<file path="src/rtl/csr_access_arb_if.sv">
// Signal bundle around csr_access_arb: two requester ports, the CSR register port and status.
// "slave" is the arbiter's view; "master" is the view of the surrounding logic.
interface csr_access_arb_if #(
    parameter int ADDR_W = 16,
    parameter int DATA_W = 32
);
    logic [ADDR_W-1:0] r0_addr;
    logic              r0_wr_en;
    logic              r0_rd_en;
    logic [DATA_W-1:0] r0_wr_data;
    logic              r0_ready;
    logic [DATA_W-1:0] r0_rd_data;
    logic              r0_rd_dvalid;

    logic [ADDR_W-1:0] r1_addr;
    logic              r1_wr_en;
    logic              r1_rd_en;
    logic [DATA_W-1:0] r1_wr_data;
    logic              r1_ready;
    logic [DATA_W-1:0] r1_rd_data;
    logic              r1_rd_dvalid;

    logic [ADDR_W-1:0] wr_rd_addr;
    logic              wr_en;
    logic              rd_en;
    logic [DATA_W-1:0] wr_data;
    logic [DATA_W-1:0] rd_datain;
    logic              rd_dvalid;

    logic              busy;
    logic              grant_owner;
    logic              timeout_err;

    modport slave (
        input  r0_addr, r0_wr_en, r0_rd_en, r0_wr_data,
        output r0_ready, r0_rd_data, r0_rd_dvalid,
        input  r1_addr, r1_wr_en, r1_rd_en, r1_wr_data,
        output r1_ready, r1_rd_data, r1_rd_dvalid,
        output wr_rd_addr, wr_en, rd_en, wr_data,
        input  rd_datain, rd_dvalid,
        output busy, grant_owner, timeout_err
    );

    modport master (
        output r0_addr, r0_wr_en, r0_rd_en, r0_wr_data,
        input  r0_ready, r0_rd_data, r0_rd_dvalid,
        output r1_addr, r1_wr_en, r1_rd_en, r1_wr_data,
        input  r1_ready, r1_rd_data, r1_rd_dvalid,
        input  wr_rd_addr, wr_en, rd_en, wr_data,
        output rd_datain, rd_dvalid,
        input  busy, grant_owner, timeout_err
    );
endinterface

</file>
<file path="src/rtl/csr_access_arb.sv">
// Round-robin arbiter sharing the CSR controller register port between the JTAG bridge (r0)
// and the test sequencer (r1); routes read responses to their owner and times out lost reads.
module csr_access_arb #(
    parameter int                ADDR_W       = 16,
    parameter int                DATA_W       = 32,
    parameter int                RD_TIMEOUT   = 64,
    parameter logic [DATA_W-1:0] TIMEOUT_DATA = DATA_W'(32'hDEAD_BEEF)
) (
    input  logic             clk,
    input  logic             rst_n,
    csr_access_arb_if.slave  bus
);
    typedef enum logic [1:0] {
        IDLE     = 2'd0,
        ISSUE_WR = 2'd1,
        ISSUE_RD = 2'd2,
        RD_WAIT  = 2'd3
    } state_t;

    localparam int              CNT_W    = (RD_TIMEOUT > 2) ? $clog2(RD_TIMEOUT) : 1;
    localparam logic [CNT_W-1:0] CNT_LAST = CNT_W'(RD_TIMEOUT - 1);

    state_t            state;
    state_t            state_nxt;
    logic [CNT_W-1:0]  to_cnt;
    logic [ADDR_W-1:0] addr_q;
    logic [DATA_W-1:0] wdata_q;
    logic              owner_q;
    logic              last_grant_q;
    logic [DATA_W-1:0] r0_hold_q;
    logic [DATA_W-1:0] r1_hold_q;

    logic              req0;
    logic              req1;
    logic              take;
    logic              winner;
    logic              win_wr;
    logic              rsp_vld;
    logic              rsp_to;
    logic [DATA_W-1:0] rsp_data;
    logic              done;

    // The counter parks on the compare value instead of wrapping.
    function automatic logic [CNT_W-1:0] sat_inc(input logic [CNT_W-1:0] v);
        return (v == CNT_LAST) ? v : v + CNT_W'(1);
    endfunction

    assign req0 = bus.r0_wr_en | bus.r0_rd_en;
    assign req1 = bus.r1_wr_en | bus.r1_rd_en;

    always_comb begin
        state_nxt = state;
        take      = 1'b0;
        winner    = 1'b0;
        win_wr    = 1'b0;
        rsp_vld   = 1'b0;
        rsp_to    = 1'b0;
        rsp_data  = bus.rd_datain;
        case (state)
            IDLE: begin
                if (req0 || req1) begin
                    take      = 1'b1;
                    winner    = (req0 && req1) ? ~last_grant_q : req1;
                    // A combined write+read request is executed as a write only.
                    win_wr    = winner ? bus.r1_wr_en : bus.r0_wr_en;
                    state_nxt = win_wr ? ISSUE_WR : ISSUE_RD;
                end
            end
            ISSUE_WR: state_nxt = IDLE;
            ISSUE_RD: state_nxt = RD_WAIT;
            RD_WAIT: begin
                if (bus.rd_dvalid) begin
                    rsp_vld   = 1'b1;
                    state_nxt = IDLE;
                end else if (to_cnt == CNT_LAST) begin
                    rsp_vld   = 1'b1;
                    rsp_to    = 1'b1;
                    rsp_data  = TIMEOUT_DATA;
                    state_nxt = IDLE;
                end
            end
            default: state_nxt = IDLE;
        endcase
    end

    always_ff @(posedge clk) begin
        if (!rst_n) begin
            state <= IDLE;
        end else begin
            state <= state_nxt;
        end
    end

    // Grant capture, round-robin history and read timeout counter.
    always_ff @(posedge clk) begin
        if (!rst_n) begin
            addr_q       <= '0;
            wdata_q      <= '0;
            owner_q      <= 1'b0;
            last_grant_q <= 1'b1;
            to_cnt       <= '0;
        end else begin
            if (take) begin
                addr_q       <= winner ? bus.r1_addr    : bus.r0_addr;
                wdata_q      <= winner ? bus.r1_wr_data : bus.r0_wr_data;
                owner_q      <= winner;
                last_grant_q <= winner;
            end
            if (state == ISSUE_RD) begin
                to_cnt <= '0;
            end else if (state == RD_WAIT) begin
                to_cnt <= sat_inc(to_cnt);
            end
        end
    end

    // Per-requester read data holds its last delivered value between pulses.
    always_ff @(posedge clk) begin
        if (!rst_n) begin
            r0_hold_q <= '0;
            r1_hold_q <= '0;
        end else if (rsp_vld) begin
            if (owner_q) begin
                r1_hold_q <= rsp_data;
            end else begin
                r0_hold_q <= rsp_data;
            end
        end
    end

    assign done = (state == ISSUE_WR) | rsp_vld;

    assign bus.wr_en       = (state == ISSUE_WR);
    assign bus.rd_en       = (state == ISSUE_RD);
    assign bus.wr_rd_addr  = addr_q;
    assign bus.wr_data     = wdata_q;
    assign bus.busy        = (state != IDLE);
    assign bus.grant_owner = owner_q;
    assign bus.timeout_err = rsp_to;

    assign bus.r0_ready     = done & ~owner_q;
    assign bus.r1_ready     = done &  owner_q;
    assign bus.r0_rd_dvalid = rsp_vld & ~owner_q;
    assign bus.r1_rd_dvalid = rsp_vld &  owner_q;
    assign bus.r0_rd_data   = (rsp_vld & ~owner_q) ? rsp_data : r0_hold_q;
    assign bus.r1_rd_data   = (rsp_vld &  owner_q) ? rsp_data : r1_hold_q;
endmodule
</file>
<file path="src/flat_wrapper.sv">
// flat-port wrapper written by rule: the top's interface ports become plain ports
module csr_access_arb_flat 
#(
    parameter int                ADDR_W       = 16,
    parameter int                DATA_W       = 32,
    parameter int                RD_TIMEOUT   = 64,
    parameter logic [DATA_W-1:0] TIMEOUT_DATA = DATA_W'(32'hDEAD_BEEF)
)
  (clk, rst_n, bus_r0_addr, bus_r0_wr_en, bus_r0_rd_en, bus_r0_wr_data, bus_r0_ready, bus_r0_rd_data, bus_r0_rd_dvalid, bus_r1_addr, bus_r1_wr_en, bus_r1_rd_en, bus_r1_wr_data, bus_r1_ready, bus_r1_rd_data, bus_r1_rd_dvalid, bus_wr_rd_addr, bus_wr_en, bus_rd_en, bus_wr_data, bus_rd_datain, bus_rd_dvalid, bus_busy, bus_grant_owner, bus_timeout_err);
  csr_access_arb_if #(.ADDR_W(ADDR_W), .DATA_W(DATA_W)) bus_i ();
  input  logic clk;
  input  logic rst_n;
  input wire logic [$bits(bus_i.r0_addr)-1:0] bus_r0_addr;
  input wire logic [$bits(bus_i.r0_wr_en)-1:0] bus_r0_wr_en;
  input wire logic [$bits(bus_i.r0_rd_en)-1:0] bus_r0_rd_en;
  input wire logic [$bits(bus_i.r0_wr_data)-1:0] bus_r0_wr_data;
  output wire logic [$bits(bus_i.r0_ready)-1:0] bus_r0_ready;
  output wire logic [$bits(bus_i.r0_rd_data)-1:0] bus_r0_rd_data;
  output wire logic [$bits(bus_i.r0_rd_dvalid)-1:0] bus_r0_rd_dvalid;
  input wire logic [$bits(bus_i.r1_addr)-1:0] bus_r1_addr;
  input wire logic [$bits(bus_i.r1_wr_en)-1:0] bus_r1_wr_en;
  input wire logic [$bits(bus_i.r1_rd_en)-1:0] bus_r1_rd_en;
  input wire logic [$bits(bus_i.r1_wr_data)-1:0] bus_r1_wr_data;
  output wire logic [$bits(bus_i.r1_ready)-1:0] bus_r1_ready;
  output wire logic [$bits(bus_i.r1_rd_data)-1:0] bus_r1_rd_data;
  output wire logic [$bits(bus_i.r1_rd_dvalid)-1:0] bus_r1_rd_dvalid;
  output wire logic [$bits(bus_i.wr_rd_addr)-1:0] bus_wr_rd_addr;
  output wire logic [$bits(bus_i.wr_en)-1:0] bus_wr_en;
  output wire logic [$bits(bus_i.rd_en)-1:0] bus_rd_en;
  output wire logic [$bits(bus_i.wr_data)-1:0] bus_wr_data;
  input wire logic [$bits(bus_i.rd_datain)-1:0] bus_rd_datain;
  input wire logic [$bits(bus_i.rd_dvalid)-1:0] bus_rd_dvalid;
  output wire logic [$bits(bus_i.busy)-1:0] bus_busy;
  output wire logic [$bits(bus_i.grant_owner)-1:0] bus_grant_owner;
  output wire logic [$bits(bus_i.timeout_err)-1:0] bus_timeout_err;
  assign bus_i.r0_addr = bus_r0_addr;
  assign bus_i.r0_wr_en = bus_r0_wr_en;
  assign bus_i.r0_rd_en = bus_r0_rd_en;
  assign bus_i.r0_wr_data = bus_r0_wr_data;
  assign bus_r0_ready = bus_i.r0_ready;
  assign bus_r0_rd_data = bus_i.r0_rd_data;
  assign bus_r0_rd_dvalid = bus_i.r0_rd_dvalid;
  assign bus_i.r1_addr = bus_r1_addr;
  assign bus_i.r1_wr_en = bus_r1_wr_en;
  assign bus_i.r1_rd_en = bus_r1_rd_en;
  assign bus_i.r1_wr_data = bus_r1_wr_data;
  assign bus_r1_ready = bus_i.r1_ready;
  assign bus_r1_rd_data = bus_i.r1_rd_data;
  assign bus_r1_rd_dvalid = bus_i.r1_rd_dvalid;
  assign bus_wr_rd_addr = bus_i.wr_rd_addr;
  assign bus_wr_en = bus_i.wr_en;
  assign bus_rd_en = bus_i.rd_en;
  assign bus_wr_data = bus_i.wr_data;
  assign bus_i.rd_datain = bus_rd_datain;
  assign bus_i.rd_dvalid = bus_rd_dvalid;
  assign bus_busy = bus_i.busy;
  assign bus_grant_owner = bus_i.grant_owner;
  assign bus_timeout_err = bus_i.timeout_err;
  csr_access_arb #(.ADDR_W(ADDR_W), .DATA_W(DATA_W), .RD_TIMEOUT(RD_TIMEOUT), .TIMEOUT_DATA(TIMEOUT_DATA)) u_core (.clk(clk), .rst_n(rst_n), .bus(bus_i));
endmodule
</file>
<file path="config.mk">
export PLATFORM = sky130hd
export DESIGN_NAME = csr_access_arb_flat
export DESIGN_NICKNAME = d
export VERILOG_FILES = /design/src/rtl/csr_access_arb_if.sv /design/src/rtl/csr_access_arb.sv /design/src/flat_wrapper.sv
export SDC_FILE = /design/constraint.sdc
export NUM_CORES = 1
export LEC_CHECK = 0
export CORE_MARGIN = 2
export CORE_UTILIZATION = 40
export DETAILED_ROUTE_END_ITERATION = 6
export DONT_BUFFER_PORTS = 1
export PLACE_DENSITY = 0.61
export SLEW_MARGIN = 20
export SYNTH_ARGS = -nofsm -noshare
export SYNTH_HDL_FRONTEND = slang
export SYNTH_SLANG_ARGS = --single-unit
</file>
<file path="constraint.sdc">
create_clock -name clk -period 1.8 [get_ports clk]
set_input_delay 0.36 -clock clk [delete_from_list [all_inputs] [get_ports clk]]
set_output_delay 0.36 -clock clk [all_outputs]
set_load 0.05 [all_outputs]
</file>
==> impl_metrics.csv <==
group,metric,value,unit
timing,finalHoldViolCount,0,
routing,first_pass_iters,4,
synthesis,yosysUniqueCellTypes,41,
timing,tns,-26.20,ns
placed_design,gp_congestion,0.8013,
die,io_pins,256,
global_routing,grt_max_degree,79,
routing,wl_per_cell,19.31,um
power_and_ir_drop,p_leak,2.910,nW
placed_design,hpwl,9680,um
global_routing,grt_first_pass_wirelength,20640,um
synthesis,syn_area_per_cell,9.531,sq um
finish,fin_cells,720,
timing,maxSlewHeadroom,63.12,%
finish,register_area,2460,sq um
synthesis,synth_edf_count,0,
synthesis,ys.flop_type,"dfxtp_1",
global_routing,grtUsageTotal,20.36,%
timing,finClkSkew,0.004461,ns
timing,setup_viol,69,
synthesis,synthArstFlopShare,0,%
clock_network,cts.clk_slew.worst_paths,0.05,ns
timing,tightest_slew,0.5525,ns
die,die-height,114.8,um
finish,fin_nets,697,
global_routing,antenna_found_initial,0,
global_routing,grt_pass1_vias,4008,
status,status,"finished, violations left",
placed_design,dpl.cell_count,678,
hold_path,hp-class,"input port to flop",
power_and_ir_drop,power_density,1195,nW/um^2
timing,timing.fmax,444.6,MHz
routing,ant_nets,0,
run,cap_violations,0,
placed_design,portBuffers,0,
synthesis,ys_seq_area_share,49.76,%
placed_design,dpl_worst_slack,-0.09775,ns
global_routing,grt_overflow,0,
die,dieArea,13170,sq um
synthesis,ys_seq_elements,122,
critical_path,cp.required,1.44,ns
clock_network,cts-root-buf,"clkbuf_16",
die,core-area,12010,sq um
timing,fin_crit,2.249,ns
synthesis,ys_warn_count,0,
power_and_ir_drop,peakVddDrop,0.0007182,V
clock_network,tritoncts,"done",
finish,n_fill_cell,971,
synthesis,synth_top_area_share,49.76,%
synthesis,netlist_instances,515,
finish,drive_above_1_share,32.64,%
finish,areaGrowthSynthToFinish,41.42,%
clock_network,clockBufferDepth,2,
die,rows,40,
clock_network,htreeDepth,4,
routing,drc,0,
status,violations,"negative setup slack",
timing,maxSlewViolCount,0,
finish,diodes,0,
die,start_util,40.86,%
critical_path,end_kind,"output port",
die,die_x,114.8,um
routing,viasPerCell,5.744,
critical_path,startpoint_type,"flop",
synthesis,synthTopCellsByArea,"dfxtp_1, o221ai_1, o22a_1",
clock_network,numCtsBuffers,17,
synthesis,netlist_area,4908,sq um
routing,drt_iter0_markers,254,
placed_design,placed_area,5972,sq um
timing,rsz0062_at_grt,"yes",
timing,fin_ws,-0.4492,ns
critical_path,path_class,"flop to output port",
routing,vias,4136,
timing,fin_crit_sh,125.0,%
critical_path,arrival,1.89,ns
routing,routed_wl,13910,um
clock_network,cts.sink_count,122,
finish,multi_input_area,2785,sq um
clock_network,worstSkewPairLatency,0.41,ns
synthesis,syn_nets,651,
finish,fin_area,6942,sq um
critical_path,crit_path_max_fanout,8,
synthesis,yosysTopAreaCell,"dfxtp_1",
kinds of logic after synthesis:
group | synth area share [%]
and+or+nand+nor | 21.62
AOI/OAI and AO/OA | 23.32
DFF | 49.76
buffers and inverters | 5.047
adders and majority gates | 0.2549
registers in the layout, indices dropped and copies added (netlist names):
| register | count |
|---|---|
| u_core.to_cnt | 6 |
| u_core.state | 2 |
| u_core.r1_hold_q | 32 |
| u_core.r0_hold_q | 32 |
| u_core.bus.wr_rd_addr | 16 |
| u_core.bus.grant_owner | 1 |
| u_core.bus.wr_data | 32 |
| u_core.last_grant_q | 1 |
Yosys cell counts (all sizes together) (3+ instances only):
master  number
a21oi        6
a22o        17
and2        64
buf         19
clkbuf      25
dfxtp      122
inv          4
nand2      105
nand2b       3
nand3        4
nand4        5
nor2         9
nor2b        7
nor3b        3
o21a         3
o221ai      49
o22a        48
layout make-up:
cell class / instances / area share (%)
timing repair buffer: 70 / 12.51
multi-input combinational: 345 / 40.12
clock buffer: 25 / 7.570
timing repair inverter: 1 / 0.1622
inverter: 4 / 0.7030
sequential: 122 / 35.44
tap: 147 / 2.650
clock inverter: 6 / 0.8472
metal layers:
metal / vias to the layer above / GRT usage, % / wire length (um)
li1: 1974 / - / -
met1: 1945 / 22.20 / 5473
met2: 199 / 35.23 / 6818
met3: 18 / 7.802 / 1341
met4: 0 / 9.157 / 273
met5: - / 0 / 0
final timing paths:
kind / startpoint / endpoint / slack [ns] / cells after the start
setup / recovery: u_core.to_cnt[1] / bus_r0_rd_data[14] / -0.45 / 6
hold / removal: rst_n / u_core.to_cnt[4] / 0.07 / 2
setup reg to reg: u_core.state[1] / u_core.r0_hold_q[13] / 0.05 / 7
hold reg to reg: u_core.last_grant_q / u_core.last_grant_q / 0.55 / 2
stage by stage:
step	hold WS (ns)	total power [mW]	utilization (%)
2_1_floorplan	0.4809	4.671	-
3_3_place_gp	0.4319	4.968	49.72
3_5_place_dp	0.4323	5.005	49.72
4_1_cts	0.04254	8.363	57.23
5_1_grt	0.05082	8.612	57.79
6_report	0.07265	8.293	57.79
power breakdown:
part | switching [mW] | internal, mW | leakage [nW] | total [mW]
Combinational | 0.793 | 0.494 | 1.62 | 1.29
Clock | 1.14 | 2.14 | 0.291 | 3.28
Sequential | 0.783 | 2.94 | 0.999 | 3.72
Total | 2.72 | 5.57 | 2.91 | 8.29
cells in the final DEF, fill, tap and decap left out, types with 2 or more instances in the layout:
cell type and count:
a211oi_1 2, a21oi_1 6, a22o_1 6, a22o_4 11, and2_1 64, and3_1 2
buf_12 23, buf_4 34, buf_6 10, buf_8 2, bufinv_16 2, clkbuf_16 17
clkbuf_8 7, clkinv_2 3, dfxtp_1 114, dfxtp_2 5, dfxtp_4 3, inv_2 2
inv_8 2, nand2_1 104, nand2b_1 3, nand3_1 3, nand4_1 4, nor2_1 5
nor2_2 2, nor2_4 2, nor2b_1 4, nor2b_2 3, nor3b_1 2, o21a_1 3
o21ai_0 2, o221ai_1 49, o22a_2 5, o22a_4 43, o31a_1 2
what timing repair did:
item / 4_1_cts / 5_1_grt
endpoints found under the hold margin: 1 / 0
gates resized for setup: 52 / 9
buffers inserted: 5 / 4
gates cloned: 1 / 0
pin swaps: 17 / 6
setup endpoints to repair: 79 / 80
hold buffers: 1 / 0
worst max-delay path, cell delays in order (launching register included):
cell,delay (ns)
dfxtp_2,0.35
ha_4,0.15
nand2_4,0.05
o31a_1,0.37
buf_6,0.18
a22o_1,0.22
buf_12,0.16
Note: power is estimated with default switching activity, not from simulation.
